## config.mk

```make
export PLATFORM = sky130hd
export DESIGN_NAME = sme_match_collector_flat
export DESIGN_NICKNAME = d
export VERILOG_FILES = /design/src/rtl/sme_match_collector_if.sv /design/src/rtl/sme_match_collector.sv /design/src/flat_wrapper.sv
export SDC_FILE = /design/constraint.sdc
export NUM_CORES = 1
export LEC_CHECK = 0
export BUFFER_PORTS_ARGS = -buffer_cell sky130_fd_sc_hd__buf_2
export CORE_ASPECT_RATIO = 0.7
export CORE_MARGIN = 2
export CORE_UTILIZATION = 30
export DETAILED_ROUTE_END_ITERATION = 10
export GPL_TIMING_DRIVEN = 0
export PLACE_DENSITY = 0.46
export REMOVE_ABC_BUFFERS = 1
export SETUP_SLACK_MARGIN = 0.02
export SYNTH_ARGS = -nofsm -noshare
export SYNTH_HDL_FRONTEND = slang
export SYNTH_SLANG_ARGS = --single-unit
```

## constraint.sdc

```tcl
create_clock -name clk -period 6.7 [get_ports clk]
set_clock_uncertainty 0.15 [all_clocks]
set_input_delay 0.335 -clock clk [delete_from_list [all_inputs] [get_ports clk]]
set_output_delay 0.335 -clock clk [all_outputs]
set_load 0.05 [all_outputs]
```

## src/rtl/sme_match_collector_if.sv

```systemverilog
// SME match-collector bus: SME match strobe/finish, host head-of-queue handshake,
// and per-pattern counter readback. The master side drives, the collector is the slave.
interface sme_match_collector_if #(
    parameter int CNT_W = 8
);
    logic [3:0]       pattern_no;
    logic [11:0]      match_addr;
    logic             valid;
    logic             finish;
    logic [3:0]       out_pattern_no;
    logic [11:0]      out_match_addr;
    logic             out_valid;
    logic             out_ready;
    logic [3:0]       count_sel;
    logic [CNT_W-1:0] count_value;
    logic             overflow;
    logic             done;

    modport master (
        output pattern_no, match_addr, valid, finish, out_ready, count_sel,
        input  out_pattern_no, out_match_addr, out_valid, count_value, overflow, done
    );

    modport slave (
        input  pattern_no, match_addr, valid, finish, out_ready, count_sel,
        output out_pattern_no, out_match_addr, out_valid, count_value, overflow, done
    );
endinterface

```

## src/rtl/sme_match_collector.sv

```systemverilog
// Collects SME match reports into a first-word-fall-through FIFO, counts matches per pattern
// and flags done after finish once the queue has drained. Define SME_DEDUP_EN to absorb repeats.
module sme_match_collector #(
    parameter int DEPTH   = 16,
    parameter int PAT_NUM = 16,
    parameter int CNT_W   = 8
) (
    input  logic                  clk,
    input  logic                  reset,
    sme_match_collector_if.slave  bus
);
    localparam int              AW      = $clog2(DEPTH);
    localparam logic [AW:0]     PTR_ONE = {{AW{1'b0}}, 1'b1};
    localparam logic [CNT_W-1:0] CNT_ONE = {{(CNT_W-1){1'b0}}, 1'b1};
    localparam logic [CNT_W-1:0] CNT_MAX = {CNT_W{1'b1}};
    localparam logic [CNT_W-1:0] CNT_ZERO = {CNT_W{1'b0}};

    typedef enum logic [1:0] {
        ST_COLLECT = 2'd0,
        ST_DRAIN   = 2'd1,
        ST_DONE    = 2'd2
    } state_t;

    state_t           r_state;
    state_t           w_state_nxt;
    logic             w_collect_en;
    logic             w_done_nxt;
    logic             r_done;
    logic             r_overflow;

    logic [15:0]      r_mem [DEPTH];
    logic [AW:0]      r_wr_ptr;
    logic [AW:0]      r_rd_ptr;
    logic [AW:0]      w_wr_ptr_nxt;
    logic [AW:0]      w_rd_ptr_nxt;
    logic             w_full;
    logic             w_empty;
    logic             w_empty_nxt;
    logic [15:0]      w_entry;
    logic [15:0]      w_head;
    logic             w_pop;
    logic             w_dup;
    logic             w_push_req;
    logic             w_push;
    logic             w_drop;

    logic [CNT_W-1:0] r_cnt [PAT_NUM];
    logic [CNT_W-1:0] w_cnt_nxt [PAT_NUM];
    logic [CNT_W-1:0] w_cnt_sel;
    logic [CNT_W-1:0] r_count_value;

    assign w_entry      = {bus.pattern_no, bus.match_addr};
    assign w_full       = (r_wr_ptr[AW] != r_rd_ptr[AW]) &&
                          (r_wr_ptr[AW-1:0] == r_rd_ptr[AW-1:0]);
    assign w_empty      = (r_wr_ptr == r_rd_ptr);
    assign w_head       = r_mem[r_rd_ptr[AW-1:0]];
    assign w_pop        = !w_empty && bus.out_ready;
    assign w_push_req   = bus.valid && w_collect_en && !w_dup;
    // A full FIFO still takes the new entry when the head leaves on the same edge.
    assign w_push       = w_push_req && (!w_full || w_pop);
    assign w_drop       = w_push_req && w_full && !w_pop;
    assign w_wr_ptr_nxt = w_push ? (r_wr_ptr + PTR_ONE) : r_wr_ptr;
    assign w_rd_ptr_nxt = w_pop  ? (r_rd_ptr + PTR_ONE) : r_rd_ptr;
    assign w_empty_nxt  = (w_wr_ptr_nxt == w_rd_ptr_nxt);

`ifdef SME_DEDUP_EN
    logic [15:0] r_last_entry;
    logic        r_last_ok;

    assign w_dup = bus.valid && r_last_ok && (w_entry == r_last_entry);

    // Remember the last accepted report so a held strobe is pushed only once.
    always_ff @(posedge clk or negedge reset) begin
        if (!reset) begin
            r_last_entry <= 16'd0;
            r_last_ok    <= 1'b0;
        end else if (w_push) begin
            r_last_entry <= w_entry;
            r_last_ok    <= 1'b1;
        end
    end
`else
    assign w_dup = 1'b0;
`endif

    // FSM state register.
    always_ff @(posedge clk or negedge reset) begin
        if (!reset) begin
            r_state <= ST_COLLECT;
        end else begin
            r_state <= w_state_nxt;
        end
    end

    // FSM next-state logic.
    always_comb begin
        w_state_nxt = r_state;
        case (r_state)
            ST_COLLECT: w_state_nxt = bus.finish  ? ST_DRAIN : ST_COLLECT;
            ST_DRAIN:   w_state_nxt = w_empty_nxt ? ST_DONE  : ST_DRAIN;
            ST_DONE:    w_state_nxt = ST_DONE;
            default:    w_state_nxt = ST_COLLECT;
        endcase
    end

    // FSM outputs: pushes only while collecting, done tracks entry into DONE.
    always_comb begin
        w_collect_en = 1'b0;
        w_done_nxt   = 1'b0;
        case (r_state)
            ST_COLLECT: w_collect_en = 1'b1;
            ST_DRAIN:   w_collect_en = 1'b0;
            ST_DONE:    w_collect_en = 1'b0;
            default:    w_collect_en = 1'b0;
        endcase
        w_done_nxt = (w_state_nxt == ST_DONE);
    end

    // FIFO storage; contents need no reset because the empty flag masks the head.
    always_ff @(posedge clk) begin
        if (w_push) begin
            r_mem[r_wr_ptr[AW-1:0]] <= w_entry;
        end
    end

    // Pointers, sticky overflow and done flag.
    always_ff @(posedge clk or negedge reset) begin
        if (!reset) begin
            r_wr_ptr   <= {(AW+1){1'b0}};
            r_rd_ptr   <= {(AW+1){1'b0}};
            r_overflow <= 1'b0;
            r_done     <= 1'b0;
        end else begin
            r_wr_ptr   <= w_wr_ptr_nxt;
            r_rd_ptr   <= w_rd_ptr_nxt;
            r_overflow <= r_overflow || w_drop;
            r_done     <= w_done_nxt;
        end
    end

    // Saturating per-pattern increments and the readback mux over the post-edge values.
    always_comb begin
        w_cnt_sel = CNT_ZERO;
        for (int i = 0; i < PAT_NUM; i++) begin
            w_cnt_nxt[i] = (w_push && ({28'd0, bus.pattern_no} == i) && (r_cnt[i] != CNT_MAX))
                         ? (r_cnt[i] + CNT_ONE) : r_cnt[i];
            w_cnt_sel    = w_cnt_sel |
                           (({28'd0, bus.count_sel} == i) ? w_cnt_nxt[i] : CNT_ZERO);
        end
    end

    // Counter bank and registered counter readback.
    always_ff @(posedge clk or negedge reset) begin
        if (!reset) begin
            for (int i = 0; i < PAT_NUM; i++) begin
                r_cnt[i] <= CNT_ZERO;
            end
            r_count_value <= CNT_ZERO;
        end else begin
            for (int i = 0; i < PAT_NUM; i++) begin
                r_cnt[i] <= w_cnt_nxt[i];
            end
            r_count_value <= w_cnt_sel;
        end
    end

    assign bus.out_valid      = !w_empty;
    assign bus.out_pattern_no = w_empty ? 4'd0  : w_head[15:12];
    assign bus.out_match_addr = w_empty ? 12'd0 : w_head[11:0];
    assign bus.count_value    = r_count_value;
    assign bus.overflow       = r_overflow;
    assign bus.done           = r_done;

endmodule
```

## src/flat_wrapper.sv

```systemverilog
// flat-port wrapper written by rule: the top's interface ports become plain ports
module sme_match_collector_flat 
#(
    parameter int DEPTH   = 16,
    parameter int PAT_NUM = 16,
    parameter int CNT_W   = 8
)
  (clk, reset, bus_pattern_no, bus_match_addr, bus_valid, bus_finish, bus_out_ready, bus_count_sel, bus_out_pattern_no, bus_out_match_addr, bus_out_valid, bus_count_value, bus_overflow, bus_done);
  sme_match_collector_if #(.CNT_W(CNT_W)) bus_i ();
  input  logic clk;
  input  logic reset;
  input wire logic [$bits(bus_i.pattern_no)-1:0] bus_pattern_no;
  input wire logic [$bits(bus_i.match_addr)-1:0] bus_match_addr;
  input wire logic [$bits(bus_i.valid)-1:0] bus_valid;
  input wire logic [$bits(bus_i.finish)-1:0] bus_finish;
  input wire logic [$bits(bus_i.out_ready)-1:0] bus_out_ready;
  input wire logic [$bits(bus_i.count_sel)-1:0] bus_count_sel;
  output wire logic [$bits(bus_i.out_pattern_no)-1:0] bus_out_pattern_no;
  output wire logic [$bits(bus_i.out_match_addr)-1:0] bus_out_match_addr;
  output wire logic [$bits(bus_i.out_valid)-1:0] bus_out_valid;
  output wire logic [$bits(bus_i.count_value)-1:0] bus_count_value;
  output wire logic [$bits(bus_i.overflow)-1:0] bus_overflow;
  output wire logic [$bits(bus_i.done)-1:0] bus_done;
  assign bus_i.pattern_no = bus_pattern_no;
  assign bus_i.match_addr = bus_match_addr;
  assign bus_i.valid = bus_valid;
  assign bus_i.finish = bus_finish;
  assign bus_i.out_ready = bus_out_ready;
  assign bus_i.count_sel = bus_count_sel;
  assign bus_out_pattern_no = bus_i.out_pattern_no;
  assign bus_out_match_addr = bus_i.out_match_addr;
  assign bus_out_valid = bus_i.out_valid;
  assign bus_count_value = bus_i.count_value;
  assign bus_overflow = bus_i.overflow;
  assign bus_done = bus_i.done;
  sme_match_collector #(.DEPTH(DEPTH), .PAT_NUM(PAT_NUM), .CNT_W(CNT_W)) u_core (.clk(clk), .reset(reset), .bus(bus_i));
endmodule
```

==> results by group <==
Floorplanning
  – Die ar.: 0.0621 mm²
  – Die H: 209 µm
  – Area of the core: 0.0597 mm²
  – Chip Width: 297 µm
  – Initial Util: 30.2%
  – Ports: 52
  – Rows: 75

Clocking
  – Worst-skew pair later-pin latency: 0.58 ns
  – Worst-path clk slew: 0.06 ns
  – Clk root buf: clkbuf_16
  – Number of buffers created by CTS: 44
  – Num Clock Sinks: 406
  – Worst-case clock buffer depth: 3
  – CTS tree: done
  – CTS H-tree depth: 2

Route
  – DR pass1 iterations: 5
  – Final routed DRC violation total: 0
  – WL per Instance: 23.5 µm
  – Post-Route WL: 49.3 mm
  – Drt via density: 5.10
  – Initial DRC count: 990
  – DRT antenna net count: 0
  – Via count: 10700

Power and ir drop
  – VDD IR-drop max: 0.224 mV
  – Switching Share: 34.3%
  – Psw: 2580 µW
  – Internal power: 4950 µW
  – PwrDens: 359 mW/mm²
  – Total power: 7530 µW
  – Total leakage power: 0.00769 µW
  – Part of the power in registers: 40.7%
  – Comb power frac: 29.4%
  – Clock network fraction of total power: 29.9%

Setup path
  – RR Startpoint: u_core.r_rd_ptr[0]$_DFF_PN0_
  – Worst path slowest cell: dfrtp_4
  – R2R depth: 9
  – CP Capture Type: flop
  – Buf/Inv on CP: 1
  – Crit Reg-Reg Endpoint: u_core.bus.count_value[3]$_DFF_PN0_
  – Reg2reg setup slack: 1.85 ns
  – Required time worst endpoint: 6.93 ns
  – CP Launch Type: flop
  – Crit path to: u_core.bus.count_value[3]$_DFF_PN0_
  – WS Path Type: flop to flop
  – Max stage delay on crit path: 0.90 ns
  – CP startpoint: u_core.r_rd_ptr[0]$_DFF_PN0_
  – Delay-heaviest family, CP: simple AND/OR/NAND/NOR gates
  – WP depth: 9
  – Worst-path cell chain: buf_16 -> xnor2_1 -> nand4_2 -> nor2_4 -> nor3_1 -> xor2_1 -> a221o_1 -> a2111oi_0 -> nand4_1
  – Max FO, Critical Path: 35
  – Worst EP arrival: 5.08 ns

Synthesis
  – Area leader, netlist: edfxtp_1
  – Synth Flop Type: edfxtp_1
  – Largest family of logic cells by synthesized area: multiplexers
  – Async SR Flop Fraction: 36.9%
  – Register area share after synthesis: 63.5%
  – FF+latch count, synth: 406
  – Mapped Cells: 1169
  – Post-Synth Simple-Gate Area: 10.4%
  – Post-synthesis adder-cell area fraction: 1.46%
  – Yosys warns: 0
  – Compound-Gate Fraction of Synth Area: 5.26%
  – Post-Syn Area: 0.0180 mm²
  – Synth top area share: 42.7%
  – Synthesized area per cell: 15.4 µm²
  – Post-synth EDFFs: 256
  – Synth area leaders: edfxtp_1 (43%), dfrtp_1 (21%), mux4_2 (10%)
  – Synth Area in XOR/XNOR: 6.10%
  – Mux contribution to synthesized area: 11.6%
  – Distinct cells, synth: 85

Timing
  – RSZ-0062 raised after global routing: no
  – Max Slew Vio Count: 0
  – Setup violators final: 0
  – Hold Vio Cnt, Final: 0
  – Slew headroom: 4.05%
  – Max Freq: 0.206 GHz
  – Worst slew pin tran: 1.43 ns
  – Tcrit/Tclk final: 72.4%
  – WHS: 0.0845 ns
  – Post-layout min period: 4.85 ns
  – Final Worst Setup Slack: 1.85 ns

Run
  – Max-cap violation count: 0

GRT
  – Total Routing Usage GR: 16.0%
  – Largest net degree at the start of global routing: 79
  – Global Route met3 Usage: 3.68%
  – Vias in the first global route: 10700
  – Gr ovfl total: 0
  – GR Util met2: 22.6%
  – Initial antenna violation count: 2
  – First-pass GRT wire length: 73.4 mm
  – M1 GR Usage: 24.7%
  – Most Crowded Layer GR: met1

Placement
  – Placed Area: 0.0195 mm²
  – Port Buffer Count: 51
  – Cell total after placement: 2010
  – Pre-CTS setup slack: 1.82 ns
  – Routability cong.: 0.857
  – Hpwl dp: 32.3 mm

Final layout
  – Reg area: 0.0114 mm²
  – FILL cells: 5743
  – Multi-input logic area: 0.00635 mm²
  – Most frequent cells in the layout: edfxtp_1 (256), dfrtp_1 (147), mux4_2 (80)
  – Nets@finish: 1309
  – Number of antenna diodes: 0
  – Final instance area: 0.0210 mm²
  – Most common cell after layout, fill and taps aside: edfxtp_1
  – Non-filler cells in the finished layout: 2100
  – Area growth, synth to finish: 16.5%
  – Share of cells above drive strength 1: 21.3%

Worst hold path
  – Hold Crit Class: input pin to flop

Status
  – Status: finished clean
area by class of cell:
cell class	instances	area share, %
multi-input combinational	699	30.3
clock inverter	24	0.757
sequential	406	54.6
inverter	25	0.447
clock buffer	51	5.42
timing repair buffer	87	3.71
tap	808	4.82
stage by stage:
stage / TNS, ns / util [%]
5_1_grt: 0 / 35.2
6_report: 0 / 35.2
4_1_cts: 0 / 35.2
2_1_floorplan: 0 / -
3_3_place_gp: -322.78 / 31.9
3_5_place_dp: 0 / 32.7
layer usage:
metal,up-vias,routed length (µm)
met4,0,718
met2,300,21000
li1,4781,-
met5,-,0
met3,56,3290
met1,5572,24300
power groups by stage:
stage                     Sequential (µW)  Combinational (µW)  Clock, µW
after floorplan                      3170                1480          0
after global placement               3300                2070          0
after detailed placement             3120                2230          0
after CTS                            3070                2250       2330
after global routing                 3100                2360       2430
final                                3070                2210       2260
cell usage after synthesis, drive strengths merged (6+ instances only):
library cell,number
o211ai,6
a211oi,8
clkbuf,20
nand3,49
mux4,80
a22o,14
edfxtp,256
nor2,54
inv,25
a2111oi,10
a21oi,8
and4,10
nand2b,14
mux2,21
nor3,27
buf,19
o21ai,7
a221oi,8
a22oi,19
nand2,60
ha,21
xnor2,65
dfrtp,150
and2,25
and3,16
xor2,57
nand4,40
nor4,13
worst min-delay path by stage:
| stage | start | endpoint | slack (ns) | cells after the start |
|---|---|---|---|---|
| after detailed placement | reset | u_core.r_cnt[121]$_DFF_PN0_ | 0.22 | 1 |
| after global routing | bus_pattern_no[3] | u_core.r_mem[9][15]$_DFFE_PP_ | 0.09 | 1 |
| after floorplan | reset | u_core.bus.count_value[0]$_DFF_PN0_ | -0.11 | 0 |
| after CTS | bus_pattern_no[3] | u_core.r_mem[7][15]$_DFFE_PP_ | 0.06 | 1 |
| after global placement | u_core.bus.overflow$_DFF_PN0_ | u_core.bus.overflow$_DFF_PN0_ | 0.32 | 1 |
| final | bus_pattern_no[3] | u_core.r_mem[7][15]$_DFFE_PP_ | 0.08 | 1 |
registers in the layout, summed over array words and instances (netlist names):
name / flops
u_core.bus.count_value: 8
u_core.bus.done: 1
u_core.bus.overflow: 1
u_core.r_cnt: 128
u_core.r_mem: 256
u_core.r_rd_ptr: 5
u_core.r_state: 2
u_core.r_wr_ptr: 5
kinds of logic after synthesis:
| group | count (synthesis) |
|---|---|
| compound gates | 111 |
| xor+xnor | 122 |
| fa+ha+maj | 21 |
| buf+inv | 64 |
| flops | 406 |
| mux | 105 |
| simple gates | 340 |
worst reg2reg max path: cells and delay by family, from the launching register on:
family / cells / cell delay, ns
and+or+nand+nor: 4 / 1.77
AOI/OAI and AO/OA: 2 / 1.02
DFF: 1 / 0.90
xor gates and xnor gates: 2 / 0.44
buffers and inverters: 1 / 0.39
timing repair:
item,4_1_cts,5_1_grt
endpoints found under the hold margin,267,0
hold buffers,15,0
resized for setup,0,0
setup buffers,0,0
(Power assumes the default switching activity.)
